## config.mk

```make
export PLATFORM = sky130hd
export DESIGN_NAME = mc_controller_flat
export DESIGN_NICKNAME = d
export VERILOG_FILES = /design/src/rtl/mc_ctrl_pkg.sv /design/src/rtl/mc_controller_if.sv /design/src/rtl/mc_condlogic.sv /design/src/rtl/mc_controller.sv /design/src/flat_wrapper.sv
export SDC_FILE = /design/constraint.sdc
export NUM_CORES = 1
export LEC_CHECK = 0
export ABC_CLOCK_PERIOD_IN_PS = 4300
export CAP_MARGIN = 20
export CELL_PAD_IN_SITES_DETAIL_PLACEMENT = 0
export CELL_PAD_IN_SITES_GLOBAL_PLACEMENT = 1
export CORE_MARGIN = 2
export CORE_UTILIZATION = 27
export DETAILED_ROUTE_END_ITERATION = 8
export PLACE_DENSITY = 0.93
export SYNTH_ARGS = -nofsm -noshare
export SYNTH_HDL_FRONTEND = slang
export SYNTH_HIERARCHICAL = 1
export SYNTH_SLANG_ARGS = --single-unit
```

## constraint.sdc

```tcl
create_clock -name clk -period 4.3 [get_ports clk]
set_clock_uncertainty 0.1 [all_clocks]
set_input_delay 0.43 -clock clk [delete_from_list [all_inputs] [get_ports clk]]
set_output_delay 0.43 -clock clk [all_outputs]
set_load 0.1 [all_outputs]
```

## src/rtl/mc_ctrl_pkg.sv

```systemverilog
// rtl/mc_ctrl_pkg.sv - state, ALU-op, cond-code and mux-select constants for mc_controller
package mc_ctrl_pkg;

  typedef enum logic [3:0] {
    S_FETCH, S_DECODE, S_MEMADR, S_MEMRD, S_MEMWB,
    S_MEMWR, S_EXECR, S_EXECI, S_ALUWB, S_BRANCH
  } mc_state_t;

  localparam logic [2:0] ALU_ADD = 3'd0, ALU_SUB = 3'd1, ALU_AND = 3'd2,
                         ALU_ORR = 3'd3, ALU_EOR = 3'd4;

  localparam logic [3:0] CMD_AND = 4'b0000, CMD_EOR = 4'b0001, CMD_SUB = 4'b0010,
                         CMD_ADD = 4'b0100, CMD_CMP = 4'b1010, CMD_ORR = 4'b1100;

  localparam logic [3:0] COND_EQ = 4'h0, COND_NE = 4'h1, COND_CS = 4'h2, COND_CC = 4'h3,
                         COND_MI = 4'h4, COND_PL = 4'h5, COND_VS = 4'h6, COND_VC = 4'h7,
                         COND_HI = 4'h8, COND_LS = 4'h9, COND_GE = 4'hA, COND_LT = 4'hB,
                         COND_GT = 4'hC, COND_LE = 4'hD, COND_AL = 4'hE, COND_NV = 4'hF;

  localparam logic [1:0] SRCA_RD1 = 2'b00, SRCA_PC = 2'b01;
  localparam logic [1:0] SRCB_RD2 = 2'b00, SRCB_IMM = 2'b01, SRCB_FOUR = 2'b10;
  localparam logic [1:0] RES_ALUOUT = 2'b00, RES_DATA = 2'b01, RES_ALURESULT = 2'b10;

  function automatic logic cond_eval(input logic [3:0] cond, input logic [3:0] nzcv);
    logic n, z, c, v;
    {n, z, c, v} = nzcv;
    case (cond)
      COND_EQ: cond_eval = z;
      COND_NE: cond_eval = ~z;
      COND_CS: cond_eval = c;
      COND_CC: cond_eval = ~c;
      COND_MI: cond_eval = n;
      COND_PL: cond_eval = ~n;
      COND_VS: cond_eval = v;
      COND_VC: cond_eval = ~v;
      COND_HI: cond_eval = c & ~z;
      COND_LS: cond_eval = ~c | z;
      COND_GE: cond_eval = (n == v);
      COND_LT: cond_eval = (n != v);
      COND_GT: cond_eval = ~z & (n == v);
      COND_LE: cond_eval = z | (n != v);
      COND_AL: cond_eval = 1'b1;
      COND_NV: cond_eval = 1'b0;
      default: cond_eval = 1'b0;
    endcase
  endfunction

endpackage

```

## src/rtl/mc_controller_if.sv

```systemverilog
// rtl/mc_controller_if.sv - instruction/flag inputs and datapath controls of mc_controller
interface mc_controller_if #(parameter int ALUCTRL_W = 2);
  logic [31:12]         Instr;
  logic [3:0]           ALUFlags;
  logic                 MemReady;
  logic                 PCWrite, MemWrite, RegWrite, IRWrite, AdrSrc;
  logic [1:0]           RegSrc, ALUSrcA, ALUSrcB, ResultSrc, ImmSrc;
  logic [ALUCTRL_W-1:0] ALUControl;
  logic [3:0]           Flags;

  modport master (
    input  Instr, ALUFlags, MemReady,
    output PCWrite, MemWrite, RegWrite, IRWrite, AdrSrc, RegSrc,
           ALUSrcA, ALUSrcB, ResultSrc, ImmSrc, ALUControl, Flags
  );

  modport slave (
    output Instr, ALUFlags, MemReady,
    input  PCWrite, MemWrite, RegWrite, IRWrite, AdrSrc, RegSrc,
           ALUSrcA, ALUSrcB, ResultSrc, ImmSrc, ALUControl, Flags
  );
endinterface

```

## src/rtl/mc_condlogic.sv

```systemverilog
// rtl/mc_condlogic.sv - NZCV register, condition evaluation and registered CondEx
module mc_condlogic
  import mc_ctrl_pkg::*;
(
  input  logic       clk,
  input  logic       reset,
  input  logic [3:0] cond,
  input  logic [3:0] alu_flags,
  input  logic       cond_latch,
  input  logic       flag_wr,
  input  logic       cv_wr,
  output logic [3:0] flags,
  output logic       cond_ex_r
);

  logic cond_ex;
  assign cond_ex = cond_eval(cond, flags);

  // C and V only follow the ALU for arithmetic ops; logical ops keep them
  always_ff @(posedge clk or negedge reset) begin
    if (!reset) begin
      flags     <= 4'b0000;
      cond_ex_r <= 1'b0;
    end else begin
      if (cond_latch) cond_ex_r <= cond_ex;
      if (flag_wr && cond_ex_r) begin
        flags[3:2] <= alu_flags[3:2];
        if (cv_wr) flags[1:0] <= alu_flags[1:0];
      end
    end
  end

endmodule

```

## src/rtl/mc_controller.sv

```systemverilog
// rtl/mc_controller.sv - multicycle ARM-subset control FSM; MC_CTRL_MEMWAIT_EN adds memory wait states
module mc_controller
  import mc_ctrl_pkg::*;
#(
  parameter int ALUCTRL_W = 2
) (
  input logic             clk,
  input logic             reset,
  mc_controller_if.master bus
);

  mc_state_t  state, next_state;
  logic [3:0] cond, cmd;
  logic [1:0] op;
  logic       funct5, funct0, mem_ready;
  logic [2:0] alu_op, alu_sel;
  logic       no_write, is_cmp, cv_op, supported, in_exec, cond_ex_r;
  logic       pc_write, mem_write, reg_write, ir_write;
  logic       unused_ok;

  assign cond   = bus.Instr[31:28];
  assign op     = bus.Instr[27:26];
  assign funct5 = bus.Instr[25];
  assign cmd    = bus.Instr[24:21];
  assign funct0 = bus.Instr[20];

`ifdef MC_CTRL_MEMWAIT_EN
  assign mem_ready = bus.MemReady;
  assign unused_ok = &{1'b0, bus.Instr[19:12], alu_sel};
`else
  assign mem_ready = 1'b1;
  assign unused_ok = &{1'b0, bus.Instr[19:12], alu_sel, bus.MemReady};
`endif

  // Unsupported commands fall back to ADD with neither register nor flag write
  always_comb begin
    alu_op = ALU_ADD; no_write = 1'b1; is_cmp = 1'b0; cv_op = 1'b0; supported = 1'b0;
    case (cmd)
      CMD_ADD: begin no_write = 1'b0; supported = 1'b1; cv_op = 1'b1; end
      CMD_SUB: begin alu_op = ALU_SUB; no_write = 1'b0; supported = 1'b1; cv_op = 1'b1; end
      CMD_AND: begin alu_op = ALU_AND; no_write = 1'b0; supported = 1'b1; end
      CMD_ORR: begin alu_op = ALU_ORR; no_write = 1'b0; supported = 1'b1; end
      CMD_CMP: begin alu_op = ALU_SUB; is_cmp = 1'b1; supported = 1'b1; cv_op = 1'b1; end
      CMD_EOR: if (ALUCTRL_W == 3) begin
        alu_op = ALU_EOR; no_write = 1'b0; supported = 1'b1;
      end
      default: ;
    endcase
  end

  assign in_exec = (state == S_EXECR) || (state == S_EXECI);

  mc_condlogic u_condlogic (
    .clk       (clk),
    .reset     (reset),
    .cond      (cond),
    .alu_flags (bus.ALUFlags),
    .cond_latch(state == S_DECODE),
    .flag_wr   (in_exec && supported && (funct0 || is_cmp)),
    .cv_wr     (cv_op),
    .flags     (bus.Flags),
    .cond_ex_r (cond_ex_r)
  );

  always_ff @(posedge clk or negedge reset) begin
    if (!reset) state <= S_FETCH;
    else        state <= next_state;
  end

  always_comb begin
    next_state = state;
    case (state)
      S_FETCH:  if (mem_ready) next_state = S_DECODE;
      S_DECODE: begin
        case (op)
          2'b01:   next_state = S_MEMADR;
          2'b00:   next_state = funct5 ? S_EXECI : S_EXECR;
          2'b10:   next_state = S_BRANCH;
          default: next_state = S_FETCH;
        endcase
      end
      S_MEMADR: next_state = funct0 ? S_MEMRD : S_MEMWR;
      S_MEMRD:  if (mem_ready) next_state = S_MEMWB;
      S_MEMWR:  if (mem_ready) next_state = S_FETCH;
      S_EXECR, S_EXECI: next_state = S_ALUWB;
      default:  next_state = S_FETCH;
    endcase
  end

  always_comb begin
    pc_write = 1'b0; mem_write = 1'b0; reg_write = 1'b0; ir_write = 1'b0;
    bus.AdrSrc = 1'b0; bus.ALUSrcA = SRCA_RD1; bus.ALUSrcB = SRCB_RD2;
    bus.ResultSrc = RES_ALUOUT; alu_sel = ALU_ADD;
    case (state)
      S_FETCH: begin
        ir_write = mem_ready; pc_write = mem_ready;
        bus.ALUSrcA = SRCA_PC; bus.ALUSrcB = SRCB_FOUR; bus.ResultSrc = RES_ALURESULT;
      end
      S_DECODE: begin
        bus.ALUSrcA = SRCA_PC; bus.ALUSrcB = SRCB_FOUR; bus.ResultSrc = RES_ALURESULT;
      end
      S_MEMADR: bus.ALUSrcB = SRCB_IMM;
      S_MEMRD:  bus.AdrSrc = 1'b1;
      S_MEMWB:  begin bus.ResultSrc = RES_DATA; reg_write = cond_ex_r; end
      S_MEMWR:  begin bus.AdrSrc = 1'b1; mem_write = cond_ex_r; end
      S_EXECR:  alu_sel = alu_op;
      S_EXECI:  begin bus.ALUSrcB = SRCB_IMM; alu_sel = alu_op; end
      S_ALUWB:  reg_write = cond_ex_r & ~no_write;
      S_BRANCH: begin
        bus.ALUSrcB = SRCB_IMM; bus.ResultSrc = RES_ALURESULT; pc_write = cond_ex_r;
      end
      default: ;
    endcase
  end

  // Write enables are held off for the whole time reset is low
  assign bus.PCWrite    = pc_write & reset;
  assign bus.IRWrite    = ir_write & reset;
  assign bus.MemWrite   = mem_write & reset;
  assign bus.RegWrite   = reg_write & reset;
  assign bus.ALUControl = alu_sel[ALUCTRL_W-1:0];
  assign bus.ImmSrc     = op;
  assign bus.RegSrc     = {(op == 2'b01) && !funct0, op == 2'b10};

endmodule

```

## src/flat_wrapper.sv

```systemverilog
// flat-port wrapper written by rule: the top's interface ports become plain ports
module mc_controller_flat import mc_ctrl_pkg::*;
#(
  parameter int ALUCTRL_W = 2
)
  (clk, reset, bus_Instr, bus_ALUFlags, bus_MemReady, bus_PCWrite, bus_MemWrite, bus_RegWrite, bus_IRWrite, bus_AdrSrc, bus_RegSrc, bus_ALUSrcA, bus_ALUSrcB, bus_ResultSrc, bus_ImmSrc, bus_ALUControl, bus_Flags);
  mc_controller_if #(.ALUCTRL_W(ALUCTRL_W)) bus_i ();
  input logic clk;
  input logic reset;
  input wire logic [$bits(bus_i.Instr)-1:0] bus_Instr;
  input wire logic [$bits(bus_i.ALUFlags)-1:0] bus_ALUFlags;
  input wire logic [$bits(bus_i.MemReady)-1:0] bus_MemReady;
  output wire logic [$bits(bus_i.PCWrite)-1:0] bus_PCWrite;
  output wire logic [$bits(bus_i.MemWrite)-1:0] bus_MemWrite;
  output wire logic [$bits(bus_i.RegWrite)-1:0] bus_RegWrite;
  output wire logic [$bits(bus_i.IRWrite)-1:0] bus_IRWrite;
  output wire logic [$bits(bus_i.AdrSrc)-1:0] bus_AdrSrc;
  output wire logic [$bits(bus_i.RegSrc)-1:0] bus_RegSrc;
  output wire logic [$bits(bus_i.ALUSrcA)-1:0] bus_ALUSrcA;
  output wire logic [$bits(bus_i.ALUSrcB)-1:0] bus_ALUSrcB;
  output wire logic [$bits(bus_i.ResultSrc)-1:0] bus_ResultSrc;
  output wire logic [$bits(bus_i.ImmSrc)-1:0] bus_ImmSrc;
  output wire logic [$bits(bus_i.ALUControl)-1:0] bus_ALUControl;
  output wire logic [$bits(bus_i.Flags)-1:0] bus_Flags;
  assign bus_i.Instr = bus_Instr;
  assign bus_i.ALUFlags = bus_ALUFlags;
  assign bus_i.MemReady = bus_MemReady;
  assign bus_PCWrite = bus_i.PCWrite;
  assign bus_MemWrite = bus_i.MemWrite;
  assign bus_RegWrite = bus_i.RegWrite;
  assign bus_IRWrite = bus_i.IRWrite;
  assign bus_AdrSrc = bus_i.AdrSrc;
  assign bus_RegSrc = bus_i.RegSrc;
  assign bus_ALUSrcA = bus_i.ALUSrcA;
  assign bus_ALUSrcB = bus_i.ALUSrcB;
  assign bus_ResultSrc = bus_i.ResultSrc;
  assign bus_ImmSrc = bus_i.ImmSrc;
  assign bus_ALUControl = bus_i.ALUControl;
  assign bus_Flags = bus_i.Flags;
  mc_controller #(.ALUCTRL_W(ALUCTRL_W)) u_core (.clk(clk), .reset(reset), .bus(bus_i));
endmodule
```

==> results of run 1 <==
-- how the worst min path moves through the flow --
stage	slack [ns]	endpoint	startpoint
floorplan	0.03	u_core/state[0]	reset
global placement	0.47	u_core/u_condlogic/flags[1]	u_core/u_condlogic/flags[1]
detailed placement	0.48	u_core/u_condlogic/flags[1]	u_core/u_condlogic/flags[1]
CTS	0.41	u_core/u_condlogic/flags[3]	reset
global route	0.43	u_core/u_condlogic/flags[0]	reset
finish	0.40	u_core/u_condlogic/flags[2]	reset
-- Yosys cell counts (2+ instances only) --
cell	number
a2111oi_2	2
mux2_2	4
clkbuf_1	2
nor4_1	2
dfrtp_1	9
nor2_1	9
nand2_1	4
inv_1	2
nor2b_1	6
nand3_1	4
nand3b_1	2
xnor2_1	4
nor4b_1	2
nor3_1	3
buf_4	4
nand2b_1	3
o21ai_0	4
a21oi_1	8
nor3b_1	2
-- stage by stage --
stage / power [W] / instances / instance area (um2) / setup WS, ns / hold slack [ns]
finish: 0.0009285 / 159 / 1179 / 1.255 / 0.4021
global route: 0.0009756 / 159 / 1179 / 1.144 / 0.4312
detailed placement: 0.0008647 / 155 / 1152 / 1.392 / 0.4811
global placement: 0.0008600 / 155 / 1152 / 1.408 / 0.4725
floorplan: 0.0007213 / 95 / 812.0 / 0.8357 / 0.03441
CTS: 0.0009322 / 159 / 1179 / 1.250 / 0.4075
-- where the power goes --
group	leakage, nW	switching (W)	internal (W)	total, W
Sequential	0.119	0.0000660	0.000111	0.000177
Combinational	0.317	0.000507	0.000182	0.000688
Clock	0.0150	0.0000272	0.0000356	0.0000628
Total	0.451	0.000600	0.000329	0.000928
-- worst max-delay path, cell delays in order, from the launching register on --
cell and delay [ns]:
dfrtp_1 0.49, or2b_1 0.32, mux2i_1 0.16, a22o_1 0.16, clkdlybuf4s50_1 1.13
-- routing by layer --
layer	up-vias	GRT usage [%]	routed length (um)
li1	403	-	-
met1	364	16.28	909
met2	28	21.03	991
met3	0	1.978	124
met4	0	2.990	0
met5	-	0	0
-- sequential cells by signal, summed over array words and instances, names as in the netlist --
name	count
u_core/state	4
u_core/u_condlogic/flags	4
u_core/u_condlogic/cond_ex_r	1
-- logic make-up after synthesis --
logic type             after synthesis  share of synthesized area (%)
other                                1                         0.4690
XOR/XNOR                             5                          5.477
AND/OR/NAND/NOR                     43                          31.14
buffers and inverters               10                          7.668
multiplexers                         6                          8.294
AO/OA/AOI/OAI                       21                          18.78
flip-flops                           9                          28.17
-- layout make-up --
cell class	instances	area, um2
Fill cell	286	1603
Multi-Input combinational cell	76	525.5
Timing Repair Buffer	37	355.3
Sequential cell	9	225.2
Tap cell	31	38.79
Clock buffer	4	26.28
Inverter	2	7.507
==> summary.txt, run 1 <==
Status
  • Status: complete, no violations

Floorplan
  • Cell Rows: 19
  • Starting Density: ~29%
  • Die area: 3412 um2
  • Die Height: 58.42 um
  • Core area: ~2800 um2
  • I/O pins: 48
  • Die Wd: between 50 and 60 um

Placed design
  • DP HPWL: 1575 um
  • I/O Buffers: 37
  • GPL Wtd Cong: roughly 0.73

Logic synthesis
  • Dominant cells by area after synthesis: dfrtp_1 (28%), mux2_2 (5.6%), a21oi_1 (5.0%)
  • Post-synth top area cell: dfrtp_1
  • Ys async rst share: 100.0%
  • Synth top area share: about 28%
  • Yosys cell types: 38
  • Avg Cell Area, Syn: about 8.4 um2
  • Seq/Total Area, Yosys: 28.17%
  • Post-synth EDFFs: 0
  • Synth Net Count: 122
  • Yosys reg bits: 9
  • Mapped Cells: 95
  • Syn Std Cell Area: 799.5 um2
  • Post-synth top flop: dfrtp_1
  • Synth warn: 6

Run
  • Max-Cap Viols: 0

Clock network
  • Postcts setup bufs: 0
  • CTS Buf Count: 3
  • Root buf cell: clkbuf_4
  • Clk_lat worst skew: 0.25 ns
  • Worst-path clk slew: 0.06 ns
  • Cts hold-fix bufs: 0
  • CTS tree: built
  • CTS H-tree lvls: 1
  • Post-CTS Resized: 0
  • Clk buf depth: 2
  • CTS Sinks: 9

Cells and area
  • Final core utilization: 42.38%
  • Share of post-route cells with drive strength above 1: 15.63%
  • Commonest non-fill, non-tap cell in the layout: clkdlybuf4s50_1
  • Most frequent cells in the layout: clkdlybuf4s50_1 (31), nor2_1 (9), dfrtp_1 (9), a21oi_1 (8)
  • Antenna diodes: 0
  • Final nets: 156
  • Area Growth Syn to Fin: 47.42%

Worst setup path
  • Crit path to: bus_ALUSrcB[0]
  • FF-to-FF Start: u_core/state[1]
  • Critical Path Start: u_core/state[3]
  • Required @ worst endpoint: 3.77 ns
  • R2R Path End: u_core/u_condlogic/flags[0]
  • Worst setup SP type: register
  • Crit path DAT: ~2.5 ns
  • R2R setup slack: 2.05 ns
  • Crit. End Element: output pin
  • Crit Path Class: reg2out
  • R2R cell count: 5
  • Crit path max fanout: 10

Global route
  • Largest net degree at the start of global routing: 15
  • Gr ovfl total: 0
  • Global-route wire length before repair: 3387 um
  • Vias in the first global route: 778
  • Total Routing Usage GR: 12.35%
  • Initial antenna violation count: 0

Pwr
  • Max VDD drop: 0.0007665 V
  • PD cells: around 790 nW/um2
  • Pleak: 0.4512 nW

Drt
  • Wire per inst: 12.74 um
  • DRC Markers: 0
  • Total wire length: 2025 um
  • 1st-pass router iterations: 4
  • Vias per inst: 5.000
  • Vias: 795
  • Antenna Nets Post-Route: 0
  • Initial drt markers: 14

STA
  • Worst Tran Pin Value: 0.9833 ns
  • Relative slew slack: 34.24%
  • Min Clock Period, post-route: between 3 and 4 ns
  • Final critical-path share of the clock period: 70.81%
  • Fin. Hold Viols: 0
  • RSZ-0062 raised after global routing: no
  • Final setup viols: 0
  • Pins over their slew limit: 0
  • Setup TNS Final: 0 ns
  • Max frequency: 328.4 MHz

Min path
  • Hold Path Class: in2async
No activity file was read; power rests on OpenSTA's default activity.
==> run 2, diff against run 1 <==
ABC_CLOCK_PERIOD_IN_PS = 2800   (was 4300)
CORE_UTILIZATION = 23   (was 27)
PLACE_DENSITY = 0.86   (was 0.93)
clock period = 2.8 ns   (was 4.3 ns; I/O delays follow)
==> summary.txt, run 2 (synthesis gave the netlist of run 1 again) <==
Status
  • Status: complete, no violations (unchanged)

Pwr
  • Pleak: 0.5134 nW (was 0.4512 nW)
  • PD cells: 1147 nW/um2 (was 787.8 nW/um2)
  • Max VDD drop: 0.0005357 V (was 0.0007665 V)

Worst setup path
  • Worst setup SP type: input port (was register)
  • Crit path max fanout: 7 (was 10)
  • Crit Path Class: in2out (was reg2out)
  • Required @ worst endpoint: 2.42 ns (was 3.77 ns)
  • Crit path largest cell delay: 0.59 ns (was 1.13 ns)
  • R2R cell count: 4 (was 5)
  • CP Depth: 5 (was 4)
  • Slowest CP cell: clkdlybuf4s50_1 (unchanged)
  • Crit. End Element: output pin (unchanged)
  • Crit path DAT: 2.08 ns (was 2.51 ns)
  • CP Cell Sequence: clkdlybuf4s50_1 -> nor2b_1 -> a2111o_1 -> a2111oi_2 -> buf_12 (was or2b_1 -> mux2i_1 -> a22o_1 -> clkdlybuf4s50_1)
  • Critical path's top delay family: compound AO/OA/AOI/OAI gates (was buffers and inverters)
  • Worst Path Buf+Inv: 2 (was 1)

Global route
  • Initial antenna violation count: 0 (unchanged)
  • Global-route wire length before repair: 3629 um (was 3387 um)
  • Largest net degree at the start of global routing: 14 (was 15)
  • Vias in the first global route: 802 (was 778)
  • Total Routing Usage GR: 11.23% (was 12.35%)
  • Gr ovfl total: 0 (unchanged)

STA
  • WHS: 0.2554 ns (was 0.4021 ns)
  • Final critical-path share of the clock period: 87.97%
  • Min Clock Period, post-route: 2.463 ns
  • RSZ-0062 raised after global routing: no (unchanged)
  • Pins over their slew limit: 0 (unchanged)
  • Final setup viols: 0 (unchanged)
  • Setup TNS Final: 0 ns (unchanged)
  • Fin. Hold Viols: 0 (unchanged)
  • Max frequency: ~410 MHz

Floorplan
  • Die Height: 62.96 um (was 58.42 um)
  • Core area: 3337 um2 (was 2781 um2)
  • Cell Rows: 21 (was 19)
  • I/O pins: 48 (unchanged)
  • Die area: 3964 um2 (was 3412 um2)
  • Starting Density: 23.96% (was 28.74%)
  • Die Wd: 62.96 um (was 58.42 um)

Drt
  • DRC Markers: 0 (unchanged)
  • Antenna Nets Post-Route: 0 (unchanged)
  • Initial drt markers: 24 (was 14)
  • Total wire length: 2174 um (was 2025 um)
  • 1st-pass router iterations: 4 (unchanged)
  • Vias: 816 (was 795)
  • Wire per inst: 12.28 um (was 12.74 um)
  • Vias per inst: 4.610 (was 5.000)

Clock network
  • Root buf cell: clkbuf_4 (unchanged)
  • Clk buf depth: 2 (unchanged)
  • CTS tree: built (unchanged)
  • Postcts setup bufs: 0 (unchanged)
  • CTS Sinks: 9 (unchanged)
  • Clk_lat worst skew: 0.26 ns (was 0.25 ns)
  • Cts hold-fix bufs: 0 (unchanged)
  • CTS H-tree lvls: 1 (unchanged)
  • Worst-path clk slew: 0.07 ns (was 0.06 ns)
  • CTS Buf Count: 3 (unchanged)
  • Post-CTS Resized: 0 (unchanged)

Cells and area
  • Most frequent cells in the layout: clkdlybuf4s50_1 (17), buf_4 (17), nor2_1 (9), dfrtp_1 (9), a21oi_1 (8) (was clkdlybuf4s50_1 (31), nor2_1 (9), dfrtp_1 (9), a21oi_1 (8))
  • Final Non-Filler Cells: 177 (was 159)
  • Final core utilization: 38.66% (was 42.38%)
  • Share of post-route cells with drive strength above 1: 32.06% (was 15.63%)
  • Antenna diodes: 0 (unchanged)
  • Area Growth Syn to Fin: 61.35% (was 47.42%)
  • Regs by FF count: u_core/state (4), u_core/u_condlogic/flags (4), u_core/u_condlogic/cond_ex_r (1) (unchanged)
  • Final instance area: 1290 um2 (was 1179 um2)
  • Final nets: 159 (was 156)

Placed design
  • I/O Buffers: 37 (unchanged)
  • DP HPWL: 1776 um (was 1575 um)
  • GPL Wtd Cong: 0.8533 (was 0.7273)
  • # placed instances: 173 (was 155)
  • Dpl cell area: 1262 um2 (was 1152 um2)

Run
  • Max-Cap Viols: 0 (unchanged)

Min path
  • Hold Path Class: in2async (unchanged)
[run 2: changes by cell type in the layout (fill, tap and decap cells not counted), sizes merged]
cell / delta
clkbuf: -1
buf: +17
clkdlybuf4s50: -14
clkinv: +1
[run 2: metrics by stage]
| stage | power [W] | setup WS (ns) |
|---|---|---|
| after floorplan | 0.001124 | -0.5143 |
| after global placement | 0.001364 | 0.3529 |
| after detailed placement | 0.001387 | 0.3382 |
| after CTS | 0.001489 | 0.3281 |
| after global routing | 0.001547 | 0.2363 |
| final | 0.001479 | 0.3369 |
[run 2: layout make-up]
cell class / count / area, um2
timing repair buffer: 40 / 417.9
fill: 354 / 2047
clock inverter: 1 / 5.005
tap: 46 / 57.56
sequential: 9 / 225.2
inverter: 2 / 7.507
multi-input combinational: 76 / 554.3
clock buffer: 3 / 22.52
[run 2: worst reg2reg max path, delay by kind of cell (launching register included)]
family | cells | cell delay (ns)
and+or+nand+nor | 2 | 0.69
DFF | 1 | 0.50
AOI/OAI and AO/OA | 1 | 0.40
muxes | 1 | 0.31
[run 2: layer usage]
layer | wire length (um) | part of all wire (%) | vias to the layer above | track usage (%)
li1 | - | - | 413 | -
met1 | 859 | 40 | 386 | 12.58
met2 | 1220 | 56 | 17 | 21.28
met3 | 94 | 4.3 | 0 | 2.523
met4 | 0 | 0 | 0 | 2.500
met5 | 0 | 0 | - | 0
[run 2: final timing paths]
check                                     start                          end  slack [ns]
min in group clk                u_core/state[1]              u_core/state[3]        0.45
worst min register to register  u_core/state[1]              u_core/state[3]        0.45
worst max-delay path              bus_Instr[11]                 bus_RegWrite        0.34
worst min-delay path                      reset  u_core/u_condlogic/flags[1]        0.26
worst max register to register  u_core/state[3]  u_core/u_condlogic/flags[0]        0.68
max in group asynchronous                 reset              u_core/state[2]        2.20
[run 2: power by group]
group / leakage [nW] / switching (W) / internal [W] / total, W
clock network: 0.0177 / 0.0000477 / 0.0000527 / 0.000100
registers: 0.119 / 0.0000783 / 0.000171 / 0.000250
logic: 0.376 / 0.000823 / 0.000306 / 0.00113
total: 0.513 / 0.000949 / 0.000530 / 0.00148
==> edit 1: new RTL, flow settings as in run 2 <==
The option `MC_CTRL_MEMWAIT_EN` is turned on by a define.
--- a/src/rtl/mc_controller.sv
+++ b/src/rtl/mc_controller.sv
@@ -1,4 +1,6 @@
 // rtl/mc_controller.sv - multicycle ARM-subset control FSM; MC_CTRL_MEMWAIT_EN adds memory wait states
+`define MC_CTRL_MEMWAIT_EN
+
 module mc_controller
   import mc_ctrl_pkg::*;
 #(
Function: changed (a bounded check fails within 4 cycles, from zero or initial values and one cycle with reset low).
==> edit 1 against run 2 <==
Final area up 5.4%. Power up 9.1%. Routed wire length up 10%. Sequential cell count unchanged. Combinational power up 4%. Clock power up 47%. Count of clock-buffer cells in the layout unchanged. Synthesized area up 6.7%. Setup slack better by 0.053 ns. Critical endpoint is now bus_ALUControl[1].
==> edit 1: results (changes against run 2) <==
\begin{tabular}{lr}
\hline
Metric & Value \\
\hline
\multicolumn{2}{l}{\textbf{Status}} \\
Run status & complete, no violations \\
\multicolumn{2}{l}{\textbf{Drt}} \\
Avg Vias per Cell & 4.83 (+4.9\%) \\
Routed wire length & 2400 µm (+10\%) \\
Total via count in the routed design & 933 (+14\%) \\
\multicolumn{2}{l}{\textbf{Setup path}} \\
Critical path's slowest cell & sky130\_fd\_sc\_hd\_\_dfrtp\_1 \\
Minimum setup slack among reg-to-reg paths & 0.53 ns (-0.15 ns) \\
Slowest stage delay, CP & 0.64 ns (+0.05 ns) \\
Top Family by Delay on Critical Path & simple AND/OR/NAND/NOR gates \\
Crit-path max FO & 16 (+9) \\
Register-to-Register Path Depth & 5 (+1) \\
\multicolumn{2}{l}{\textbf{Synth}} \\
Most area-consuming cells after synthesis & sky130\_fd\_sc\_hd\_\_dfrtp\_1 (26\%), sky130\_fd\_sc\_hd\_\_a21oi\_1 (6.5\%), sky130\_fd\_sc\_hd\_\_nor3\_1 (5.3\%), sky130\_fd\_sc\_hd\_\_mux2\_2 (5.3\%), sky130\_fd\_sc\_hd\_\_nand2b\_1 (4.4\%) \\
Number of unique standard cell types used by synthesis & 36 (-5.3\%) \\
Fraction of the yosys area taken by sequential cells & 26.4\% (-1.8 points) \\
Mapped Nets & 136 (+11\%) \\
\multicolumn{2}{l}{\textbf{Cells and area}} \\
Proportion of layout cells with a drive suffix above 1 & 27.6\% (-4.5 points) \\
\multicolumn{2}{l}{\textbf{Placed design}} \\
Post-placement worst setup slack & 0.559 ns (+0.221 ns) \\
Post-placement cell area & 0.00131 mm² (+4.1\%) \\
Input/output buffers & 38 (+2.7\%) \\
Number of instances in the placed design & 189 (+9.2\%) \\
\multicolumn{2}{l}{\textbf{Clock tree}} \\
Clock transition at the registers of the reported paths & 0.05 ns (-0.02 ns) \\
\multicolumn{2}{l}{\textbf{STA}} \\
Final Hold Slack & 0.243 ns (-0.0121 ns) \\
\multicolumn{2}{l}{\textbf{Global route}} \\
Total global routing track utilization & 11.3\% (+0.045 points) \\
Maximum number of pins on one net before global-route repair & 17 (+3) \\
Wire length of the first global-routing pass & 3730 µm (+2.8\%) \\
\multicolumn{2}{l}{\textbf{Power and ir drop}} \\
Leakage Power & 0.546 nW (+6.4\%) \\
Worst supply voltage drop on vdd & 0.00125 V (+130\%) \\
\hline
\end{tabular}
## edit 1: cell families (layout without fill, tap and decap cells)
family	after synthesis	in the layout	share of synthesized area, %
simple gates	48	48	31.7
compound gates	25	25	18.2
buf+inv	14	50	9.53
flops	9	9	26.4
xor+xnor	7	7	7.18
mux	5	5	6.60
other cells	1	1	0.439
## edit 1: layout make-up
cell class | count | area [µm²] | share of cell area, %
Inverter | 6 | 22.5 | 1.66
Clock inverter | 1 | 5.00 | 0.368
Multi-Input combinational cell | 86 | 586 | 43.1
Sequential cell | 9 | 225 | 16.6
Clock buffer | 3 | 41.3 | 3.04
Tap cell | 48 | 60.1 | 4.42
Timing Repair Buffer | 40 | 420 | 30.9
## edit 1: worst max path at each step
stage | startpoint | to | slack [ns]
after floorplan | u_core/state[3] | bus_ALUSrcA[0] | -0.29
after global placement | u_core/state[2] | u_core/u_condlogic/flags[1] | 0.60
after detailed placement | u_core/state[2] | u_core/u_condlogic/flags[0] | 0.56
after CTS | u_core/state[2] | bus_ALUControl[1] | 0.37
after global routing | u_core/state[2] | bus_ALUControl[1] | 0.29
final | u_core/state[2] | bus_ALUControl[1] | 0.39
## edit 1: per-layer routing
| layer | global-route usage (%) | share of wire (%) | vias up |
|---|---|---|---|
| li1 | - | - | 460 |
| met4 | 4.52 | 1.0 | 0 |
| met5 | 0 | 0 | - |
| met1 | 13.1 | 41 | 438 |
| met2 | 20.7 | 52 | 33 |
| met3 | 1.39 | 5.9 | 2 |
## edit 1: power breakdown
group | switching, mW | internal (mW) | total, mW
clock | 0.0506 | 0.0969 | 0.147
combinational | 0.857 | 0.315 | 1.17
sequential | 0.119 | 0.175 | 0.294
total | 1.03 | 0.587 | 1.61
==> edit 2: new RTL, flow settings as in run 2 <==
Made on the original files. Encoding of `mc_state_t`: now one-hot (10 bits for 10 states).
--- a/src/rtl/mc_ctrl_pkg.sv
+++ b/src/rtl/mc_ctrl_pkg.sv
@@ -1,9 +1,9 @@
 // rtl/mc_ctrl_pkg.sv - state, ALU-op, cond-code and mux-select constants for mc_controller
 package mc_ctrl_pkg;
 
-  typedef enum logic [3:0] {
-    S_FETCH, S_DECODE, S_MEMADR, S_MEMRD, S_MEMWB,
-    S_MEMWR, S_EXECR, S_EXECI, S_ALUWB, S_BRANCH
+  typedef enum logic [9:0] {
+    S_FETCH = 10'b0000000001, S_DECODE = 10'b0000000010, S_MEMADR = 10'b0000000100, S_MEMRD = 10'b0000001000, S_MEMWB = 10'b0000010000,
+    S_MEMWR = 10'b0000100000, S_EXECR = 10'b0001000000, S_EXECI = 10'b0010000000, S_ALUWB = 10'b0100000000, S_BRANCH = 10'b1000000000
   } mc_state_t;
 
   localparam logic [2:0] ALU_ADD = 3'd0, ALU_SUB = 3'd1, ALU_AND = 3'd2,
Behaviour: no difference found for any inputs over 10 cycles, from zero or initial values and one cycle with reset low; not proved beyond that.
==> edit 2 against run 2 <==
Sequential share of layout area increased by 6.6 points. Sequential cell count increased by 6. Fmax increased by 5.9%. Final area increased by 21%. Largest cell class unchanged. Synthesized area increased by 33%. Critical endpoint is now bus_ALUControl[1]. Routed wire length increased by 13%. Via count increased by 16%. Core utilization decreased by 3.2 points. Final cell count increased by 11%. Synthesized cell count increased by 13%. Power decreased by 1.9%. Die area increased by 31%. Setup slack improved by 0.14 ns. Highest routed layer is now met4.
==> edit 2: results (changes against run 2) <==
\begin{tabular}{lr}
\hline
Metric & Value \\
\hline
\multicolumn{2}{l}{\textbf{Status}} \\
Run status & complete, no violations \\
\multicolumn{2}{l}{\textbf{Cells and area}} \\
Post-layout nets & 172 (+8.2\%) \\
Filler-free cell count of the finished design & 196 (+11\%) \\
Layout fillers & 448 (+27\%) \\
Top flop regs & u\_core/state (10), u\_core/u\_condlogic/flags (4), u\_core/u\_condlogic/cond\_ex\_r (1) \\
Proportion of layout cells with a drive suffix above 1 & 31.3\% (-0.81 points) \\
\multicolumn{2}{l}{\textbf{Global route}} \\
Maximum number of pins on one net before global-route repair & 12 (-2) \\
Number of global-route vias before repair & 897 (+12\%) \\
Total global routing track utilization & 9.99\% (-1.2 points) \\
Wire length of the first global-routing pass & 4100 µm (+13\%) \\
\multicolumn{2}{l}{\textbf{Setup path}} \\
Crit path launch & u\_core/state[8] \\
End of the worst register-to-register path & u\_core/u\_condlogic/flags[1] \\
Critical path's slowest cell & sky130\_fd\_sc\_hd\_\_nor4\_1 \\
Slowest stage delay, CP & 0.53 ns (-0.06 ns) \\
Register-to-Register Path Depth & 5 (+1) \\
Top Family by Delay on Critical Path & simple AND/OR/NAND/NOR gates \\
Crit-path max FO & 6 (-1) \\
Minimum setup slack among reg-to-reg paths & 0.49 ns (-0.19 ns) \\
\multicolumn{2}{l}{\textbf{Synth}} \\
Most area-consuming cells after synthesis & sky130\_fd\_sc\_hd\_\_dfrtp\_1 (33\%), sky130\_fd\_sc\_hd\_\_mux2\_2 (4.2\%), sky130\_fd\_sc\_hd\_\_xor2\_1 (4.1\%), sky130\_fd\_sc\_hd\_\_nor4\_4 (4.0\%), sky130\_fd\_sc\_hd\_\_nor4\_1 (3.5\%) \\
Mapped Nets & 134 (+9.8\%) \\
Ranking of synthesized cells by instance count & sky130\_fd\_sc\_hd\_\_dfrtp\_1 (14), sky130\_fd\_sc\_hd\_\_nor2\_1 (7), sky130\_fd\_sc\_hd\_\_nor4\_1 (6) \\
Fraction of the yosys area taken by sequential cells & 35.3\% (+7.1 points) \\
\multicolumn{2}{l}{\textbf{Drt}} \\
Top metal layer carrying routed signals & met4 \\
Detailed route wirelength on metal3 & 181 µm (+93\%) \\
Met2 layer wire length in the routed design & 1140 µm (-6.8\%) \\
Routed wire length & 2460 µm (+13\%) \\
Avg Vias per Cell & 4.83 (+4.7\%) \\
DR iter-0 viols & 40 (+67\%) \\
\multicolumn{2}{l}{\textbf{Power and ir drop}} \\
Sw Ratio & 54.9\% (-9.2 points) \\
Worst supply voltage drop on vdd & 0.000633 V (+18\%) \\
Leakage Power & 0.685 nW (+33\%) \\
\multicolumn{2}{l}{\textbf{Clock tree}} \\
Clock tree root driver cell & sky130\_fd\_sc\_hd\_\_clkbuf\_8 \\
\multicolumn{2}{l}{\textbf{Placed design}} \\
HPWL Detailed & 1990 µm (+12\%) \\
Number of instances in the placed design & 192 (+11\%) \\
\hline
\end{tabular}
edit 2: cell types whose count changed after synthesis, sizes merged, moves of 3 or more:
cell / run 2 / this run
nor2b: 6 / 3
nand4b: 0 / 6
o21ai: 4 / 1
xor2: 1 / 5
nor4: 2 / 8
a21oi: 8 / 5
dfrtp: 9 / 14
edit 2: power by group through the flow:
stage / Sequential [mW] / Clock, mW / Combinational [mW]
floorplan: 0.330 / 0 / 0.700
global placement: 0.311 / 0 / 0.969
detailed placement: 0.315 / 0 / 0.972
CTS: 0.311 / 0.179 / 0.975
global route: 0.317 / 0.188 / 1.01
finish: 0.311 / 0.171 / 0.970
edit 2: cells by family after synthesis:
family                    share of synthesized area (%)
muxes                                              6.21
AOI/OAI and AO/OA                                  8.91
other                                             0.351
xor gates and xnor gates                           6.57
DFF                                                35.3
buffers and inverters                              5.63
and+or+nand+nor                                    37.0
edit 2: metrics by stage:
step	hold WS [ns]	setup WS (ns)	power, mW	cell area (µm²)
after floorplan	-0.116	-0.0304	1.03	1080
after global placement	0.459	0.511	1.28	1520
after detailed placement	0.469	0.471	1.29	1520
after CTS	0.196	0.448	1.47	1570
after global routing	0.217	0.245	1.52	1570
final	0.193	0.475	1.45	1570
edit 2: worst reg2reg max path, cell delays in order, from the launching register on:
cell and delay (ns):
sky130_fd_sc_hd__dfrtp_1 0.43, sky130_fd_sc_hd__nor4_1 0.53, sky130_fd_sc_hd__nand4b_2 0.25, sky130_fd_sc_hd__a2111oi_2 0.43
sky130_fd_sc_hd__nand3_1 0.17, sky130_fd_sc_hd__mux2_2 0.29
edit 2: worst max-delay path by stage:
stage	cells past startpoint	to	slack (ns)
after floorplan	3	bus_PCWrite	-0.03
after global routing	5	u_core/u_condlogic/flags[0]	0.25
final	4	bus_ALUControl[1]	0.47
after CTS	5	u_core/u_condlogic/flags[1]	0.45
after detailed placement	5	u_core/u_condlogic/flags[1]	0.47
after global placement	5	u_core/u_condlogic/flags[0]	0.51
edit 2: layer usage:
metal / global-route usage [%] / up-vias
met3: 2.36 / 5
met5: 0 / -
met2: 15.3 / 39
met4: 5.03 / 0
met1: 13.1 / 433
li1: - / 469
edit 2: cell type report:
| cell class | count | area (µm²) | area share (%) |
|---|---|---|---|
| Inverter | 4 | 15.0 | 0.958 |
| Sequential cell | 15 | 377 | 24.0 |
| Timing Repair Buffer | 39 | 423 | 27.0 |
| Multi-Input combinational cell | 82 | 642 | 41.0 |
| Tap cell | 52 | 65.1 | 4.15 |
| Clock buffer | 4 | 45.0 | 2.88 |
